$ cat config.mk
export PLATFORM = sky130hd
export DESIGN_NAME = sdhci_cmd_sequencer
export DESIGN_NICKNAME = d
export VERILOG_FILES = /design/src/rtl/sdhci_cmd_seq_pkg.sv /design/src/rtl/sdhci_obi_master_port.sv /design/src/rtl/sdhci_cmd_sequencer.sv
export SDC_FILE = /design/constraint.sdc
export NUM_CORES = 1
export LEC_CHECK = 0
export ABC_CLOCK_PERIOD_IN_PS = 9600
export CORE_MARGIN = 4
export CORE_UTILIZATION = 60
export CTS_CLUSTER_SIZE = 16
export DETAILED_ROUTE_END_ITERATION = 6
export DONT_BUFFER_PORTS = 1
export PLACE_DENSITY = 0.75
export SYNTH_ARGS = -nofsm -noshare
export SYNTH_HDL_FRONTEND = slang
export SYNTH_SLANG_ARGS = --single-unit
$ cat constraint.sdc
create_clock -name clk_o -period 9.6 [get_ports clk_o]
set_clock_uncertainty 0.15 [all_clocks]
set_input_delay 1.92 -clock clk_o [delete_from_list [all_inputs] [get_ports clk_o]]
set_output_delay 1.92 -clock clk_o [all_outputs]
set_load 0.005 [all_outputs]
$ cat src/rtl/sdhci_cmd_seq_pkg.sv
// Shared types, register map and helpers for the SDHCI command sequencer.
package sdhci_cmd_seq_pkg;

  localparam int unsigned AddrW   = 32;
  localparam int unsigned DataW   = 32;
  localparam int unsigned BeW     = 4;
  localparam int unsigned IdxW    = 6;
  localparam int unsigned RspW    = 128;
  localparam int unsigned ErrStsW = 16;

  // OBI address/request channel
  typedef struct packed {
    logic             req;
    logic [AddrW-1:0] addr;
    logic             we;
    logic [BeW-1:0]   be;
    logic [DataW-1:0] wdata;
  } obi_a_chan_t;

  typedef struct packed {
    obi_a_chan_t a;
  } obi_req_t;

  // OBI response channel
  typedef struct packed {
    logic [DataW-1:0] rdata;
    logic             err;
  } obi_r_chan_t;

  typedef struct packed {
    logic        gnt;
    logic        rvalid;
    obi_r_chan_t r;
  } obi_rsp_t;

  // One register access as issued by the sequencer
  typedef struct packed {
    logic [AddrW-1:0] addr;
    logic             we;
    logic [BeW-1:0]   be;
    logic [DataW-1:0] wdata;
  } xact_t;

  typedef enum logic [2:0] {
    ST_IDLE,
    ST_RD_PSTATE,
    ST_WR_ARG,
    ST_WR_CMD,
    ST_POLL,
    ST_RD_RSP,
    ST_CLR,
    ST_DONE
  } seq_state_e;

  typedef enum logic [1:0] {
    RSP_NONE = 2'b00,
    RSP_R136 = 2'b01,
    RSP_R48  = 2'b10,
    RSP_R48B = 2'b11
  } rsp_type_e;

  localparam logic [AddrW-1:0] OffPstate  = 32'h24;
  localparam logic [AddrW-1:0] OffArg     = 32'h08;
  localparam logic [AddrW-1:0] OffCmd     = 32'h0C;
  localparam logic [AddrW-1:0] OffRsp0    = 32'h10;
  localparam logic [AddrW-1:0] OffIntStat = 32'h30;

  localparam int unsigned PstateCmdInhibitBit = 0;
  localparam int unsigned IntCmdCompleteBit   = 0;
  localparam int unsigned IntErrSummaryBit    = 15;

  localparam logic [15:0] IntCcClear = 16'h0001;

  // Read access, all byte lanes
  function automatic xact_t rd_xact(input logic [AddrW-1:0] addr);
    return '{addr: addr, we: 1'b0, be: 4'hF, wdata: '0};
  endfunction

  // Write access
  function automatic xact_t wr_xact(input logic [AddrW-1:0] addr, input logic [BeW-1:0] be,
                                    input logic [DataW-1:0] wdata);
    return '{addr: addr, we: 1'b1, be: be, wdata: wdata};
  endfunction

  // Command register word: upper half holds index, check enables and response type
  function automatic logic [DataW-1:0] cmd_reg_word(input logic [IdxW-1:0] idx,
                                                    input logic [1:0] chk,
                                                    input rsp_type_e typ);
    return {2'b00, idx, 2'b00, 1'b0, chk[1], chk[0], 1'b0, typ, 16'h0000};
  endfunction

endpackage

$ cat src/rtl/sdhci_obi_master_port.sv
// Single-outstanding OBI master: holds a request until granted, then waits for rvalid.
module sdhci_obi_master_port
  import sdhci_cmd_seq_pkg::*;
(
  input  logic             clk_o,
  input  logic             rst_no,
  input  logic             start_i,
  input  logic [AddrW-1:0] addr_i,
  input  logic             we_i,
  input  logic [BeW-1:0]   be_i,
  input  logic [DataW-1:0] wdata_i,
  output logic             done_o,
  output logic [DataW-1:0] rdata_o,
  output logic             err_o,
  output obi_req_t         obi_req_o,
  input  obi_rsp_t         obi_rsp_i
);

  logic pend_q;
  logic wait_q;
  logic req_c;

  // Request is live in the start cycle and stays up until granted
  assign req_c = start_i | pend_q;

  // Track ungranted request and outstanding response
  always_ff @(posedge clk_o or posedge rst_no) begin
    if (rst_no) begin
      pend_q <= 1'b0;
      wait_q <= 1'b0;
    end else begin
      if (wait_q && obi_rsp_i.rvalid) begin
        wait_q <= 1'b0;
      end
      if (req_c && obi_rsp_i.gnt) begin
        pend_q <= 1'b0;
        wait_q <= 1'b1;
      end else if (start_i) begin
        pend_q <= 1'b1;
      end
    end
  end

  // Address fields come straight from the sequencer's held transaction registers
  always_comb begin
    obi_req_o         = '0;
    obi_req_o.a.req   = req_c;
    obi_req_o.a.addr  = addr_i;
    obi_req_o.a.we    = we_i;
    obi_req_o.a.be    = be_i;
    obi_req_o.a.wdata = wdata_i;
  end

  assign done_o  = wait_q & obi_rsp_i.rvalid;
  assign rdata_o = obi_rsp_i.r.rdata;
  assign err_o   = done_o & obi_rsp_i.r.err;

endmodule

$ cat src/rtl/sdhci_cmd_sequencer.sv
// Issues one non-data SD command through the SDHCI register file over OBI.
module sdhci_cmd_sequencer
  import sdhci_cmd_seq_pkg::*;
#(
  parameter logic [AddrW-1:0] BaseAddr  = 32'h0,
  parameter int unsigned      PollLimit = 1024
) (
  input  logic               clk_o,
  input  logic               rst_no,
  input  logic               cmd_valid_i,
  output logic               cmd_ready_o,
  input  logic [IdxW-1:0]    cmd_index_i,
  input  logic [DataW-1:0]   cmd_arg_i,
  input  logic [1:0]         cmd_rsp_type_i,
  input  logic [1:0]         cmd_chk_i,
  output logic               rsp_valid_o,
  input  logic               rsp_ready_i,
  output logic [RspW-1:0]    rsp_data_o,
  output logic               rsp_err_o,
  output logic               rsp_timeout_o,
  output logic [ErrStsW-1:0] rsp_err_status_o,
  output obi_req_t           obi_req_o,
  input  obi_rsp_t           obi_rsp_i,
  output logic               busy_o
);

  localparam int unsigned PollCntW = $clog2(PollLimit + 1);

  seq_state_e           state_q;
  logic [IdxW-1:0]      idx_q;
  logic [DataW-1:0]     arg_q;
  rsp_type_e            rsp_type_q;
  logic [1:0]           chk_q;
  logic [PollCntW-1:0]  poll_cnt_q, poll_cnt_d;
  logic [1:0]           rsp_word_q, rsp_word_d;
  xact_t                xact_q;
  logic                 start_q;
  logic                 cmd_ready_q;
  logic                 busy_q;
  logic                 rsp_valid_q;
  logic [RspW-1:0]      rsp_data_q;
  logic                 rsp_err_q;
  logic                 rsp_timeout_q;
  logic [ErrStsW-1:0]   rsp_err_status_q;

  logic                 port_done;
  logic                 port_err;
  logic [DataW-1:0]     port_rdata;

  sdhci_obi_master_port u_port (
    .clk_o     (clk_o),
    .rst_no    (rst_no),
    .start_i   (start_q),
    .addr_i    (xact_q.addr),
    .we_i      (xact_q.we),
    .be_i      (xact_q.be),
    .wdata_i   (xact_q.wdata),
    .done_o    (port_done),
    .rdata_o   (port_rdata),
    .err_o     (port_err),
    .obi_req_o (obi_req_o),
    .obi_rsp_i (obi_rsp_i)
  );

  // Saturating poll count and next response word index
  always_comb begin
    poll_cnt_d = (poll_cnt_q == PollCntW'(PollLimit)) ? poll_cnt_q : poll_cnt_q + PollCntW'(1);
    rsp_word_d = rsp_word_q + 2'd1;
  end

  // Command sequencing FSM; each state advances on completion of its OBI access
  always_ff @(posedge clk_o or posedge rst_no) begin
    if (rst_no) begin
      state_q          <= ST_IDLE;
      idx_q            <= '0;
      arg_q            <= '0;
      rsp_type_q       <= RSP_NONE;
      chk_q            <= '0;
      poll_cnt_q       <= '0;
      rsp_word_q       <= '0;
      xact_q           <= '0;
      start_q          <= 1'b0;
      cmd_ready_q      <= 1'b0;
      busy_q           <= 1'b0;
      rsp_valid_q      <= 1'b0;
      rsp_data_q       <= '0;
      rsp_err_q        <= 1'b0;
      rsp_timeout_q    <= 1'b0;
      rsp_err_status_q <= '0;
    end else begin
      start_q <= 1'b0;
      unique case (state_q)
        ST_IDLE: begin
          cmd_ready_q <= 1'b1;
          if (cmd_valid_i && cmd_ready_q) begin
            idx_q            <= cmd_index_i;
            arg_q            <= cmd_arg_i;
            rsp_type_q       <= rsp_type_e'(cmd_rsp_type_i);
            chk_q            <= cmd_chk_i;
            poll_cnt_q       <= '0;
            rsp_word_q       <= '0;
            rsp_data_q       <= '0;
            rsp_err_q        <= 1'b0;
            rsp_timeout_q    <= 1'b0;
            rsp_err_status_q <= '0;
            cmd_ready_q      <= 1'b0;
            busy_q           <= 1'b1;
            state_q          <= ST_RD_PSTATE;
            start_q          <= 1'b1;
            xact_q           <= rd_xact(BaseAddr + OffPstate);
          end
        end
        ST_DONE: begin
          if (rsp_ready_i) begin
            rsp_valid_q <= 1'b0;
            busy_q      <= 1'b0;
            cmd_ready_q <= 1'b1;
            state_q     <= ST_IDLE;
          end
        end
        default: begin
          if (port_done && port_err) begin
            // Bus error aborts the command with no status snapshot
            rsp_err_q        <= 1'b1;
            rsp_timeout_q    <= 1'b0;
            rsp_err_status_q <= '0;
            rsp_valid_q      <= 1'b1;
            state_q          <= ST_DONE;
          end else if (port_done) begin
            unique case (state_q)
              ST_RD_PSTATE: begin
                start_q <= 1'b1;
                if (port_rdata[PstateCmdInhibitBit]) begin
                  xact_q <= rd_xact(BaseAddr + OffPstate);
                end else begin
                  xact_q  <= wr_xact(BaseAddr + OffArg, 4'hF, arg_q);
                  state_q <= ST_WR_ARG;
                end
              end
              ST_WR_ARG: begin
                start_q <= 1'b1;
                xact_q  <= wr_xact(BaseAddr + OffCmd, 4'hC, cmd_reg_word(idx_q, chk_q, rsp_type_q));
                state_q <= ST_WR_CMD;
              end
              ST_WR_CMD: begin
                start_q <= 1'b1;
                xact_q  <= rd_xact(BaseAddr + OffIntStat);
                state_q <= ST_POLL;
              end
              ST_POLL: begin
                poll_cnt_q <= poll_cnt_d;
                if (port_rdata[IntErrSummaryBit]) begin
                  rsp_err_q        <= 1'b1;
                  rsp_err_status_q <= port_rdata[31:16];
                  start_q          <= 1'b1;
                  xact_q           <= wr_xact(BaseAddr + OffIntStat, 4'hF,
                                              {port_rdata[31:16], IntCcClear});
                  state_q          <= ST_CLR;
                end else if (port_rdata[IntCmdCompleteBit]) begin
                  start_q <= 1'b1;
                  if (rsp_type_q == RSP_NONE) begin
                    xact_q  <= wr_xact(BaseAddr + OffIntStat, 4'hF, {16'h0000, IntCcClear});
                    state_q <= ST_CLR;
                  end else begin
                    xact_q  <= rd_xact(BaseAddr + OffRsp0);
                    state_q <= ST_RD_RSP;
                  end
                end else if (poll_cnt_d >= PollCntW'(PollLimit)) begin
                  // Timed out: leave interrupt status untouched
                  rsp_err_q     <= 1'b1;
                  rsp_timeout_q <= 1'b1;
                  rsp_valid_q   <= 1'b1;
                  state_q       <= ST_DONE;
                end else begin
                  start_q <= 1'b1;
                  xact_q  <= rd_xact(BaseAddr + OffIntStat);
                end
              end
              ST_RD_RSP: begin
                rsp_data_q[{rsp_word_q, 5'd0} +: 32] <= port_rdata;
                start_q <= 1'b1;
                if (rsp_type_q == RSP_R136 && rsp_word_q != 2'd3) begin
                  rsp_word_q <= rsp_word_d;
                  xact_q     <= rd_xact(BaseAddr + OffRsp0 + {28'd0, rsp_word_d, 2'b00});
                end else begin
                  xact_q  <= wr_xact(BaseAddr + OffIntStat, 4'hF, {16'h0000, IntCcClear});
                  state_q <= ST_CLR;
                end
              end
              ST_CLR: begin
                rsp_valid_q <= 1'b1;
                state_q     <= ST_DONE;
              end
              default: begin
                state_q <= ST_IDLE;
              end
            endcase
          end
        end
      endcase
    end
  end

  assign cmd_ready_o      = cmd_ready_q;
  assign busy_o           = busy_q;
  assign rsp_valid_o      = rsp_valid_q;
  assign rsp_data_o       = rsp_data_q;
  assign rsp_err_o        = rsp_err_q;
  assign rsp_timeout_o    = rsp_timeout_q;
  assign rsp_err_status_o = rsp_err_status_q;

endmodule

==> out/metrics.cfg <==
[outcome]
status=completed

[placement]
port_buffers=0
dp.cells=1274
dpl.hpwl_um=19500
place_congestion=0.890

[clock_network]
holdBufCountCts=0
clock_sinks=249
cts_tree=done
cts_resized=0
htree_levels=1
cts_made_buffers=26
postCtsSetupBuffers=0
cts_root_buffer=clkbuf_16
cts.clk_slew.worst_paths_ns=0.06
insertion_delay_ns=0.52
clock_path_buffers=3

[yosys]
synth_area_um2=11200
synth.avg_cell_area_um2=10.1
synth_seq_cells=249
yosysTopAreaCell=dfrtp_1
postSynth.asyncResetShare_pct=100
synth_edf_count=0
synth_cell_types=62
yosys_warnings=0
ys.flop_type=dfrtp_1
synth_top_area_share_pct=55.7
yosys-top-cells-area=dfrtp_1 (56%), nand2_1 (9.9%), nand3_1 (4.7%), mux2_2 (4.4%), mux2_4 (3.0%)
ys_seq_area_share_pct=55.7
syn-instance-count=1112

[power_and_ir_drop]
peakVddDrop_mv=0.210
p_leak_nw=5.86
p_seq_share_pct=45.0
combPwrFrac_pct=26.1
power_density_nw_per_um2=305
p_int_mw=2.41
switching_share_pct=34.5
p_clk_share_pct=28.9
power_switching_mw=1.27

[layout]
final_cells=1324
drive_above_1_share_pct=13.3
fillers=1368
mostFrequentLayoutCells=nand2_1 (295), dfrtp_1 (249), nand3_1 (105), o21ai_0 (47), mux2_2 (44)
final_common_cell=nand2_1
finalNetCount=1162
area_growth_syn_to_layout_pct=7.88

[sta]
setup_violations=0
tns_ns=0
max_freq_mhz=302
timing.slew.headroom_pct=30.2
hold_viol=0
fin_crit_sh_pct=34.5
rsz0062_at_grt=no
tightest_slew_ns=1.04
finalCriticalPeriod_ns=3.31
drv_slew=0

[detailed_routing]
wire_per_inst_um=22.3
drtIter0Drc=505
via_count=7997
drc=0
firstDrtPassIters=5
routed_wl_um=29500
viasPerCell=6.04
drtAntennaViolNets=0

[floorplanning]
rows=49
io-pin-count=300
die_w_um=145
die_h_um=145
coreArea_um2=18100
start_util_pct=61.6
dieArea_um2=20900

[worst_setup_path]
ff2ff_setup_slack_ns=6.51
crit_arrival_ns=3.56
critPathCaptureType=flop
critPathLaunchType=primary input
cp_max_fo=16
required_ns=9.85
crit_type=in2reg

[grt]
grt_pass1_vias=7581
grt_max_degree=137
antenna_found_initial=4
grtUsageTotal_pct=27.1
overflow=0
grt_pass1_wl_um=44200

[min_path]
hold_class=reg2reg

[job]
drv_cap=0

[Yosys cell counts (6+ instances only)]
cell and n:
nand2_1 295, dfrtp_1 249, nand3_1 105, clkbuf_1 62
o21ai_0 47, mux2_2 44, nor2_1 37, buf_4 33
a22o_1 29, inv_1 27, mux2_4 22, mux2i_1 18
a22oi_1 16, a21oi_1 14, buf_2 8, ha_1 8
nand4_1 6
[cell type report]
cell class | instances | area (um2) | area share, %
Antenna cell | 3 | 7.51 | 0.0622
Clock buffer | 34 | 762 | 6.32
Clock inverter | 13 | 160 | 1.33
Inverter | 27 | 109 | 0.902
Multi-Input combinational cell | 755 | 4400 | 36.5
Sequential cell | 249 | 6230 | 51.7
Tap cell | 229 | 287 | 2.38
Timing Repair Buffer | 14 | 105 | 0.871
[power by group through the flow]
stage               combinational (mW)  clock (mW)  sequential [mW]
global route                      1.06        1.12             1.69
CTS                              0.959        1.08             1.65
detailed placement               0.954           0             1.67
global placement                 0.916           0             1.66
floorplan                        0.818           0             1.54
finish                           0.959        1.06             1.65
[per-layer routing]
metal	part of all wire [%]	GRT usage (%)	up-vias
li1	-	-	3618
met1	39	36.6	3866
met2	46	41.8	438
met3	12	9.03	69
met4	3.0	8.30	6
met5	0.098	0	-
[registers in the layout (all words and copies together) (netlist names)]
register          count
rsp_type_q            2
rsp_data_o          128
cmd_ready_o           1
arg_q                32
busy_o                1
rsp_timeout_o         1
rsp_err_status_o     16
state_q               3
start_q               1
idx_q                 6
rsp_valid_o           1
rsp_word_q            2
u_port.pend_q         1
poll_cnt_q           11
rsp_err_o             1
u_port.wait_q         1
chk_q                 2
xact_q               39
[critical path, stage by stage]
cell and delay [ns]:
inv_1 0.03, maj3_1 0.35, o21ai_1 0.27, nand3_1 0.55, a22o_1 0.43
[path summary, 6_finish.rpt]
| path | cells past startpoint | start | to |
|---|---|---|---|
| setup / recovery | 5 | obi_rsp_i[0] | rsp_err_status_o[4]$_DFFE_PP0P_ |
| hold / removal | 2 | rsp_data_o[108]$_DFFE_PP0P_ | rsp_data_o[108]$_DFFE_PP0P_ |
| setup reg to reg | 6 | state_q[0]$_DFFE_PP0P_ | xact_q[0]$_DFFE_PP0P_ |
| hold reg to reg | 2 | rsp_data_o[108]$_DFFE_PP0P_ | rsp_data_o[108]$_DFFE_PP0P_ |
| max in group asynchronous | 2 | rst_no | arg_q[23]$_DFFE_PP0P_ |
| min in group asynchronous | 1 | rst_no | rsp_data_o[2]$_DFFE_PP0P_ |
[through the flow]
stage | power (mW) | instance area, um2 | hold WS, ns | util, % | worst slack, ns
floorplan | 2.36 | 11300 | 0.313 | - | 0.687
global placement | 2.58 | 11100 | 0.329 | 61.3 | 5.86
detailed placement | 2.62 | 11100 | 0.336 | 61.3 | 5.75
CTS | 3.69 | 12100 | 0.350 | 66.4 | 6.30
global route | 3.87 | 12100 | 0.364 | 66.4 | 6.16
finish | 3.67 | 12100 | 0.344 | 66.5 | 6.29
[cell families (layout without fill, tap and decap cells)]
logic type	count (synthesis)	after routing	synth area share, %
flip-flops	249	249	55.7
buffers and inverters	135	88	5.94
AO/OA/AOI/OAI	135	135	8.35
adder cells (fa/ha/maj)	9	9	0.985
AND/OR/NAND/NOR	492	492	19.3
multiplexers	84	84	9.00
other	1	31	0.0335
XOR/XNOR	7	7	0.616
Power figures use the tool's default switching activity.
